<file path="src/rtl/mcu0_pkg.sv">
// mcu0_pkg
//   Shared definitions for the MCU0 control sequencer: opcode values decoded
//   from ir[15:12], ALU operation codes driven on alu_op, FSM state encoding,
//   error codes reported on err, and default timeout parameters.
package mcu0_pkg;

  // Default timeout settings.
  // The wait counter must be wide enough to hold WAIT_MAX.
  localparam int WAIT_MAX_DEFAULT = 15;
  localparam int TW_DEFAULT       = 4;

  // Opcodes (ir[15:12]). Values 6..F are illegal.
  localparam logic [3:0] OP_LD  = 4'h0;
  localparam logic [3:0] OP_ADD = 4'h1;
  localparam logic [3:0] OP_JMP = 4'h2;
  localparam logic [3:0] OP_ST  = 4'h3;
  localparam logic [3:0] OP_CMP = 4'h4;
  localparam logic [3:0] OP_JEQ = 4'h5;

  // ALU operation codes.
  // NOP passes the memory operand through to the ALU output.
  localparam logic [3:0] ALU_NOP = 4'd0;
  localparam logic [3:0] ALU_ADD = 4'd1;
  localparam logic [3:0] ALU_SUB = 4'd2;

  // Error codes.
  localparam logic [1:0] ERR_NONE    = 2'd0;
  localparam logic [1:0] ERR_ILLEGAL = 2'd1;
  localparam logic [1:0] ERR_TIMEOUT = 2'd2;

  // FSM state encoding.
  typedef enum logic [2:0] {
    ST_BOOT   = 3'd0,
    ST_FETCH  = 3'd1,
    ST_DECODE = 3'd2,
    ST_MEM    = 3'd3,
    ST_HALT   = 3'd4
  } state_t;

  // True for opcodes that need a second memory access through the MEM state.
  function automatic logic needs_mem(input logic [3:0] op);
    return (op == OP_LD) || (op == OP_ADD) || (op == OP_ST) || (op == OP_CMP);
  endfunction

endpackage

</file>
<file path="src/rtl/mcu0_wait_timer.sv">
// mcu0_wait_timer
//   Counts cycles in which a memory request is outstanding but unanswered.
//   It flags a timeout in the cycle the count would reach WAIT_MAX.
// Ports
//   clock    in  system clock, rising edge
//   reset    in  asynchronous active-high reset; clears the count
//   clear    in  restart the count (no request waiting this cycle)
//   count    in  a request is waiting this cycle (mem_req=1, mem_ready=0)
//   expired  out this waiting cycle is number WAIT_MAX; the access has timed out
module mcu0_wait_timer
  import mcu0_pkg::*;
#(
  parameter int WAIT_MAX = WAIT_MAX_DEFAULT,
  parameter int TW       = TW_DEFAULT
) (
  input  logic clock,
  input  logic reset,
  input  logic clear,
  input  logic count,
  output logic expired
);

  logic [TW-1:0] cnt;

  // The count saturates at WAIT_MAX.
  // In practice the sequencer leaves the waiting state as soon as
  // expired rises, so the count never needs to go past that value.
  always_ff @(posedge clock or posedge reset) begin
    if (reset) begin
      cnt <= '0;
    end else if (clear) begin
      cnt <= '0;
    end else if (count && (cnt != TW'(WAIT_MAX))) begin
      cnt <= cnt + TW'(1);
    end
  end

  // expired is based on the increment happening in this cycle.
  // A mem_ready in the same cycle drops count, so the completed access wins.
  assign expired = count && (cnt == TW'(WAIT_MAX - 1));

endmodule

</file>
<file path="src/rtl/mcu0_sequencer.sv">
// mcu0_sequencer
//   Multi-cycle control FSM for the MCU0 accumulator datapath. It sequences
//   fetch/decode/execute for LD, ADD, JMP, ST, CMP and JEQ. It drives the
//   register load strobes, the PC and address mux selects, the ALU op and the
//   memory request. It also holds the N/Z status flags.
// Ports
//   clock, reset      rising-edge clock, asynchronous active-high reset
//   run               1 = a new instruction fetch may start
//   ir                current IR; ir[15:12] opcode, ir[11:0] operand C (used by datapath)
//   mem_ready         memory completes the current access this cycle
//   alu_zero/alu_neg  ALU result status, captured into the flags on CMP
//   pc_load, pc_sel   PC load strobe; select 0: PC+2, 1: {4'h0, C}
//   ir_load, a_load   IR / A load strobes
//   alu_op            ALU operation (0 when unused)
//   mem_req, mem_we   memory request and write enable (A -> mem[C])
//   addr_sel          address select 0: PC, 1: {4'h0, C}
//   sw_n, sw_z        negative / zero flags
//   halted, err       in HALT; error code (0 none, 1 illegal, 2 timeout)
//   state_dbg         current FSM state, for observation only
//
// Memory handshake
//   mem_req is raised by the sequencer and held until the first cycle in
//   which mem_ready=1. That cycle completes the access and its strobes
//   (ir_load, a_load, flag capture) take effect at the end of the cycle.
//   mem_ready is ignored whenever mem_req=0. A request left unanswered for
//   WAIT_MAX cycles is abandoned: the FSM halts with err=2 and mem_req drops.
module mcu0_sequencer
  import mcu0_pkg::*;
#(
  parameter int WAIT_MAX = WAIT_MAX_DEFAULT,
  parameter int TW       = TW_DEFAULT
) (
  input  logic         clock,
  input  logic         reset,
  input  logic         run,
  input  logic [15:0]  ir,
  input  logic         mem_ready,
  input  logic         alu_zero,
  input  logic         alu_neg,
  output logic         pc_load,
  output logic         pc_sel,
  output logic         ir_load,
  output logic         a_load,
  output logic [3:0]   alu_op,
  output logic         mem_req,
  output logic         mem_we,
  output logic         addr_sel,
  output logic         sw_n,
  output logic         sw_z,
  output logic         halted,
  output logic [1:0]   err,
  output state_t       state_dbg
);

  state_t      state, state_next;
  logic        pending, pending_next;
  logic        flag_load;
  logic        err_set;
  logic [1:0]  err_next;
  logic [1:0]  err_q;
  logic        req_active;
  logic        wait_count;
  logic        expired;
  logic [3:0]  op;

  // The operand field only feeds the datapath muxes, not the sequencer.
  logic        unused_ir;

  assign op        = ir[15:12];
  assign unused_ir = ^ir[11:0];

  // The request condition is kept separate from the output decode.
  // This way the timer input does not depend on the same always_comb
  // block that consumes expired.
  assign req_active = ((state == ST_FETCH) && (run || pending)) || (state == ST_MEM);
  assign wait_count = req_active && !mem_ready;

  mcu0_wait_timer #(
    .WAIT_MAX (WAIT_MAX),
    .TW       (TW)
  ) u_wait_timer (
    .clock   (clock),
    .reset   (reset),
    .clear   (!wait_count),
    .count   (wait_count),
    .expired (expired)
  );

  // State register
  always_ff @(posedge clock or posedge reset) begin
    if (reset) begin
      state <= ST_BOOT;
    end else begin
      state <= state_next;
    end
  end

  // pending remembers that a fetch request went out.
  // Once raised, the request survives run dropping before mem_ready.
  always_ff @(posedge clock or posedge reset) begin
    if (reset) begin
      pending <= 1'b0;
    end else begin
      pending <= pending_next;
    end
  end

  // Status flags change only when a CMP access completes.
  always_ff @(posedge clock or posedge reset) begin
    if (reset) begin
      sw_n <= 1'b0;
      sw_z <= 1'b0;
    end else if (flag_load) begin
      sw_n <= alu_neg;
      sw_z <= alu_zero;
    end
  end

  // Error code; written only on the transition into HALT.
  // It is then held until reset.
  always_ff @(posedge clock or posedge reset) begin
    if (reset) begin
      err_q <= ERR_NONE;
    end else if (err_set) begin
      err_q <= err_next;
    end
  end

  // Next state and strobe decode
  always_comb begin
    state_next   = state;
    pending_next = pending;
    flag_load    = 1'b0;
    err_set      = 1'b0;
    err_next     = ERR_NONE;
    pc_load      = 1'b0;
    pc_sel       = 1'b0;
    ir_load      = 1'b0;
    a_load       = 1'b0;
    alu_op       = ALU_NOP;
    mem_req      = 1'b0;
    mem_we       = 1'b0;
    addr_sel     = 1'b0;

    case (state)
      ST_BOOT: begin
        state_next = ST_FETCH;
      end

      ST_FETCH: begin
        if (run || pending) begin
          mem_req = 1'b1;
          if (mem_ready) begin
            ir_load      = 1'b1;
            pc_load      = 1'b1;
            pending_next = 1'b0;
            state_next   = ST_DECODE;
          end else if (expired) begin
            pending_next = 1'b0;
            err_set      = 1'b1;
            err_next     = ERR_TIMEOUT;
            state_next   = ST_HALT;
          end else begin
            pending_next = 1'b1;
          end
        end
      end

      ST_DECODE: begin
        if (op == OP_JMP) begin
          pc_load    = 1'b1;
          pc_sel     = 1'b1;
          state_next = ST_FETCH;
        end else if (op == OP_JEQ) begin
          pc_load    = sw_z;
          pc_sel     = sw_z;
          state_next = ST_FETCH;
        end else if (needs_mem(op)) begin
          state_next = ST_MEM;
        end else begin
          err_set    = 1'b1;
          err_next   = ERR_ILLEGAL;
          state_next = ST_HALT;
        end
      end

      ST_MEM: begin
        mem_req  = 1'b1;
        addr_sel = 1'b1;
        mem_we   = (op == OP_ST);
        if (mem_ready) begin
          state_next = ST_FETCH;
          case (op)
            OP_LD: begin
              a_load = 1'b1;
              alu_op = ALU_NOP;
            end
            OP_ADD: begin
              a_load = 1'b1;
              alu_op = ALU_ADD;
            end
            OP_CMP: begin
              alu_op    = ALU_SUB;
              flag_load = 1'b1;
            end
            default: begin
              // ST: the write completes, nothing is loaded.
            end
          endcase
        end else if (expired) begin
          err_set    = 1'b1;
          err_next   = ERR_TIMEOUT;
          state_next = ST_HALT;
        end
      end

      ST_HALT: begin
        // Terminal: only reset leaves.
      end

      default: begin
        state_next = ST_BOOT;
      end
    endcase
  end

  assign halted    = (state == ST_HALT);
  assign err       = err_q;
  assign state_dbg = state;

endmodule

</file>
<file path="config.mk">
export PLATFORM = sky130hd
export DESIGN_NAME = mcu0_sequencer
export DESIGN_NICKNAME = d
export VERILOG_FILES = /design/src/rtl/mcu0_pkg.sv /design/src/rtl/mcu0_wait_timer.sv /design/src/rtl/mcu0_sequencer.sv
export SDC_FILE = /design/constraint.sdc
export NUM_CORES = 1
export LEC_CHECK = 0
export BUFFER_PORTS_ARGS = -buffer_cell sky130_fd_sc_hd__buf_4
export CORE_MARGIN = 5
export CORE_UTILIZATION = 39
export DETAILED_ROUTE_END_ITERATION = 10
export PLACE_DENSITY = 0.73
export RECOVER_POWER = 100
export SKIP_LAST_GASP = 1
export SLEW_MARGIN = 20
export SYNTH_ARGS = -nofsm -noshare
export SYNTH_HDL_FRONTEND = slang
export SYNTH_SLANG_ARGS = --single-unit
</file>
<file path="constraint.sdc">
create_clock -name clock -period 1.3 [get_ports clock]
set_input_delay 0.26 -clock clock [delete_from_list [all_inputs] [get_ports clock]]
set_output_delay 0.26 -clock clock [all_outputs]
set_load 0.05 [all_outputs]
</file>
==> results of run 1 <==
routing by layer:
layer | wire length [um] | global-route usage [%]
met1 | 880 | 16.2
met2 | 1420 | 31.3
met3 | 54 | 3.22
met4 | 49 | 7.29
met5 | 0 | 0
worst max path at each step:
stage | startpoint | end | cells after the start
2_1_floorplan | state_dbg[2]$_DFFE_PP0P_ | mem_we | 4
3_5_place_dp | state_dbg[2]$_DFFE_PP0P_ | pc_sel | 3
6_report | state_dbg[2]$_DFFE_PP0P_ | alu_op[1] | 5
3_3_place_gp | ir[13] | pc_load | 5
4_1_cts | state_dbg[2]$_DFFE_PP0P_ | alu_op[1] | 5
5_1_grt | state_dbg[2]$_DFFE_PP0P_ | alu_op[1] | 5
state kept, by name (all words and copies together), names as in the netlist:
register,flops
u_wait_timer.cnt,4
err,2
state_dbg,3
sw_z,1
pending,1
sw_n,1
what timing repair did:
item                                    CTS  global route
setup buffers                             4             3
hold endpoints to repair                  0             0
resized for setup                        23             4
endpoints found under the setup margin   25            25
pin swaps                                 2             3
cell families (layout without fill, tap and decap cells):
family	after synthesis	count (layout)	share of synthesized area [%]
compound gates	14	14	12.4
xor+xnor	1	1	1.11
fa+ha+maj	2	2	3.17
buf+inv	10	71	7.62
flops	12	12	38.1
mux	3	3	5.08
other cells	1	2	0.476
simple gates	38	38	32.1
worst max-delay path, cell delays in order, from the launching register on:
cell	delay, ps
dfrtp_2	450
and3b_2	310
buf_6	110
nand4_4	100
clkinvlp_4	110
buf_8	140
through the flow:
stage,TNS (ps),util [%],hold WS [ps],cells,cell area (sq um)
floorplan,-5780,-,124,82,918
global placement,-1760,68.4,297,160,1330
detailed placement,-2200,68.4,313,160,1330
CTS,-5620,76.5,16.7,168,1490
global route,-6970,77.7,34.3,170,1510
finish,-5990,77.7,0.213,170,1510
report_power, final:
group          leakage, nW  internal (mW)  switching (mW)
clock network       0.0210          0.170           0.128
logic                0.539          0.909            1.06
registers            0.149          0.496           0.117
total                0.709           1.58            1.31
layout by cell type (no fill, tap or decap), drive strengths merged:
| cell type | synthesis | layout |
|---|---|---|
| nand4 | 1 | 1 |
| o21a | 1 | 1 |
| nor3 | 5 | 5 |
| dfrtp | 12 | 12 |
| a211oi | 2 | 2 |
| nand2 | 1 | 1 |
| or4 | 1 | 1 |
| nor3b | 3 | 3 |
| clkbuf | 0 | 8 |
| o41ai | 1 | 1 |
| a221oi | 1 | 1 |
| mux2i | 1 | 1 |
| a31oi | 2 | 2 |
| buf | 4 | 57 |
| nand3 | 4 | 4 |
| o22ai | 1 | 1 |
| nor4bb | 1 | 1 |
| and4bb | 1 | 1 |
| nor4b | 1 | 1 |
| and3b | 1 | 1 |
| inv | 6 | 5 |
| clkinvlp | 0 | 1 |
| xnor2 | 1 | 1 |
| nor2b | 3 | 3 |
| or3 | 2 | 2 |
| nor2 | 9 | 9 |
| conb | 1 | 2 |
| ha | 2 | 2 |
| o32ai | 1 | 1 |
| nand3b | 1 | 1 |
| o21ai | 2 | 2 |
| o32a | 1 | 1 |
| mux2 | 2 | 2 |
| nand2b | 3 | 3 |
| a21oi | 2 | 2 |
| and4b | 1 | 1 |
final cells by class:
type,count,area share [%]
flip-flops and latches,12,20.2
well taps,27,2.24
clock buffers,4,2.40
multi-input cells,60,38.4
inverters,6,1.91
repair buffers,61,34.8
==> out/results.tsv, run 1 <==
metric	value	unit
status	finished with violations	
violations	setup timing	
fin_ws	-459	ps
crit_fanout	5	
grt_max_degree	13	
ys_types	36	
critPathLaunchType	register	
leakage	0.709	nW
rrSetupSlack	-250	ps
yosys-top-cells-count	dfrtp_1 (12), nor2_1 (9), inv_1 (6)	
max_cap_violations	0	
drt_wl_total	2400	um
grt_first_pass_wirelength	3370	um
cts_tree	built	
synth_most_common_cell	dfrtp_1	
syn_area	788	sq um
power.total	2.88	mW
drive_gt1_share	67.8	%
antenna_found_initial	0	
fmax	0.569	GHz
gp_congestion	0.845	
drv_slew	0	
fillCellCount	138	
syn-instance-count	81	
diodes	0	
async_reset_ff_share	100	%
cts_buffers	3	
clockRootBuffer	clkbuf_4	
yosysSeqAreaShare	38.1	%
timing.rr.end	u_wait_timer.cnt[1]$_DFFE_PP0P_	
grt_setup_unrepaired	true	
period_needed	1760	ps
dpl_worst_slack	-216	ps
insertion_delay	270	ps
core_area	1940	sq um
area.growth.synth_to_final	91.4	%
synth_top_cell_area_share	38.1	%
synth_area_leaders	dfrtp_1 (38%), nor2_1 (4.3%), mux2_4 (3.8%)	
initial_utilization	40.6	%
port_buffers	26	
setup_viol	24	
row_count	16	
dp_hpwl	1840	um
die_x	55.0	um
die_height	55.0	um
dr.pass1.iters	4	
synth_area_per_cell	9.73	sq um
grt_usage	16.1	%
grt_pass1_vias	796	
ant_nets	0	
clk_pin_slew	80	ps
ir_worst_vdd	1130	uV
synth_warnings	0	
yosysTopAreaCell	dfrtp_1	
vias_per_cell	5.02	
htreeDepth	1	
hp-class	in2async	
gr-total-overflow	0	
cp-end-kind	output pin	
p_per_area	1910	nW/um^2
clockBufferDepth	2	
vias	854	
required	1040	ps
synth-edff-count	0	
fin_skew	3.16	ps
cp.arrival	1500	ps
wire_per_inst	14.1	um
drcViolationCount	0	
reg2reg_depth	5	
io_pins	41	
min_period_over_period	135	%
crit_type	reg2out	
cts_hold_buf	0	
synthFlopType	dfrtp_1	
multi_input_area	579	sq um
drt_iter0_drc	3	
rr_startpoint	state_dbg[2]$_DFFE_PP0P_	
die_area	3020	sq um
hold_viol	0	
cts.sink_count	12	
final_net_count	168	
seqCellArea	305	sq um
synth_seq_cells	12	
(Power assumes the default switching activity.)
==> run 2, diff against run 1 <==
Settings changed: CORE_ASPECT_RATIO set to 1.1, CTS_CLUSTER_DIAMETER set to 30, MAX_ROUTING_LAYER set to met4.
==> out/results.tsv, run 2 (synthesis gave the netlist of run 1 again) <==
metric	value	unit	change
timing.rr.end	sw_n$_DFFE_PP0P_		was u_wait_timer.cnt[1]$_DFFE_PP0P_
min_period_over_period	133	%	was 135%
drt_iter0_drc	19		was 3
leakage	0.712	nW	was 0.709 nW
top_register	u_wait_timer.cnt		unchanged
dp_hpwl	1820	um	was 1840 um
fin_skew	17.0	ps	was 3.16 ps
die_x	52.9	um	was 55.0 um
drcViolationCount	0		unchanged
fin_ws	-429	ps	was -459 ps
max_cap_violations	0		unchanged
grt_max_degree	13		unchanged
fmax	0.578	GHz	was 0.569 GHz
ant_nets	0		unchanged
required	1040	ps	about the same
cts_buffers	3		unchanged
cts_hold_buf	0		unchanged
die_height	57.2	um	was 55.0 um
largest_register_ffs	4		unchanged
vias	868		was 854
fillCellCount	139		was 138
crit_fanout	6		was 5
gp_congestion	0.816		was 0.845
finish.utilization	77.7	%	about the same
clockBufferDepth	2		unchanged
grt_usage	18.3	%	was 16.1%
port_buffers	26		unchanged
clockRootBuffer	clkbuf_4		unchanged
critPathLaunchType	register		unchanged
drv_slew	0		unchanged
diodes	0		unchanged
hp-class	in2async		unchanged
grt_setup_unrepaired	true		unchanged
clk_pin_slew	90	ps	was 80 ps
cts_tree	built		unchanged
layout_commonest_cell	buf_4		unchanged
ir_worst_vdd	1850	uV	was 1130 uV
crit_start	state_dbg[1]$_DFFE_PP0P_		was state_dbg[2]$_DFFE_PP0P_
drt_wl_total	2710	um	was 2400 um
cts.sink_count	12		unchanged
placed_cells	157		was 160
setup_viol	24		unchanged
period_needed	1730	ps	was 1760 ps
hold_viol	6		was 0
area.growth.synth_to_final	94.9	%	was 91.4%
dr.pass1.iters	4		unchanged
layout_common_cells	buf_4 (38), buf_6 (14), dfrtp_1 (8)		was buf_4 (41), buf_6 (12), dfrtp_1 (8)
vias_per_cell	5.11		was 5.02
htreeDepth	1		unchanged
rrSetupSlack	-330	ps	was -250 ps
antenna_found_initial	0		unchanged
setup_tns	-5500	ps	was -5990 ps
cp-endpoint	pc_load		was alu_op[1]
grt_pass1_vias	925		was 796
gr-total-overflow	0		unchanged
final_net_count	167		was 168
reg2reg_depth	6		was 5
io_pins	41		unchanged
violations	hold timing, setup timing		was setup timing
wire_per_inst	16.0	um	was 14.1 um
cp-end-kind	output pin		unchanged
p_per_area	1910	nW/um^2	about the same
drive_gt1_share	69.0	%	was 67.8%
initial_utilization	39.8	%	was 40.6%
die_area	3020	sq um	about the same
rr_startpoint	state_dbg[2]$_DFFE_PP0P_		unchanged
insertion_delay	270	ps	about the same
final_cells	170		unchanged
cp.arrival	1470	ps	was 1500 ps
core_area	1980	sq um	was 1940 sq um
status	finished with violations		unchanged
holdWs	-4.07	ps	was 0.213 ps
row_count	17		was 16
grt_first_pass_wirelength	4020	um	was 3370 um
crit_type	reg2out		unchanged
## run 2: final cells by class
| class | count | area [sq um] | share of cell area (%) |
|---|---|---|---|
| Sequential cell | 12 | 305 | 19.9 |
| Timing Repair Buffer | 60 | 514 | 33.5 |
| Multi-Input combinational cell | 60 | 627 | 40.8 |
| Tap cell | 28 | 35.0 | 2.28 |
| Inverter | 6 | 28.8 | 1.87 |
| Clock buffer | 4 | 26.3 | 1.71 |
## run 2: how the worst min path moves through the flow
stage          startpoint            endpoint  slack [ps]  cells after the start
3_5_place_dp        reset  err[0]$_DFFE_PP0P_         310                      2
5_1_grt             reset  err[1]$_DFFE_PP0P_          20                      2
4_1_cts             reset  err[1]$_DFFE_PP0P_           9                      2
6_report            reset  err[1]$_DFFE_PP0P_          -4                      2
3_3_place_gp        reset  err[1]$_DFFE_PP0P_         300                      2
2_1_floorplan       reset  err[0]$_DFFE_PP0P_         120                      1
## run 2: through the flow
step	cell area, sq um	setup WS, ps	hold slack, ps	power [mW]
floorplan	918	-653	124	1.71
global placement	1300	-208	303	2.25
detailed placement	1300	-242	310	2.29
CTS	1460	-406	9.04	2.78
global route	1540	-482	24.7	3.09
finish	1540	-429	-4.07	2.94
## run 2: report_power, final
group / internal, mW / switching (mW) / leakage (nW)
Sequential: 0.496 / 0.119 / 0.149
Combinational: 0.925 / 1.15 / 0.548
Clock: 0.119 / 0.126 / 0.0150
## run 2: worst max-delay path, cell delays in order (launching register included)
cell	delay, ps
dfrtp_2	460
and4bb_2	360
o21ai_4	100
o41ai_4	60
buf_6	200
## run 2: repair_timing
item	4_1_cts	5_1_grt
pin swaps	3	6
endpoints found under the setup margin	25	25
gates resized for setup	24	11
buffers inserted	4	6
endpoints found under the hold margin	0	0
## run 2: layer usage
layer	wire length [um]	GRT usage [%]	part of all wire [%]
met1	1050	19.2	39
met2	1570	33.3	58
met3	77	3.13	2.8
met4	15	6.57	0.55
met5	0	-	0
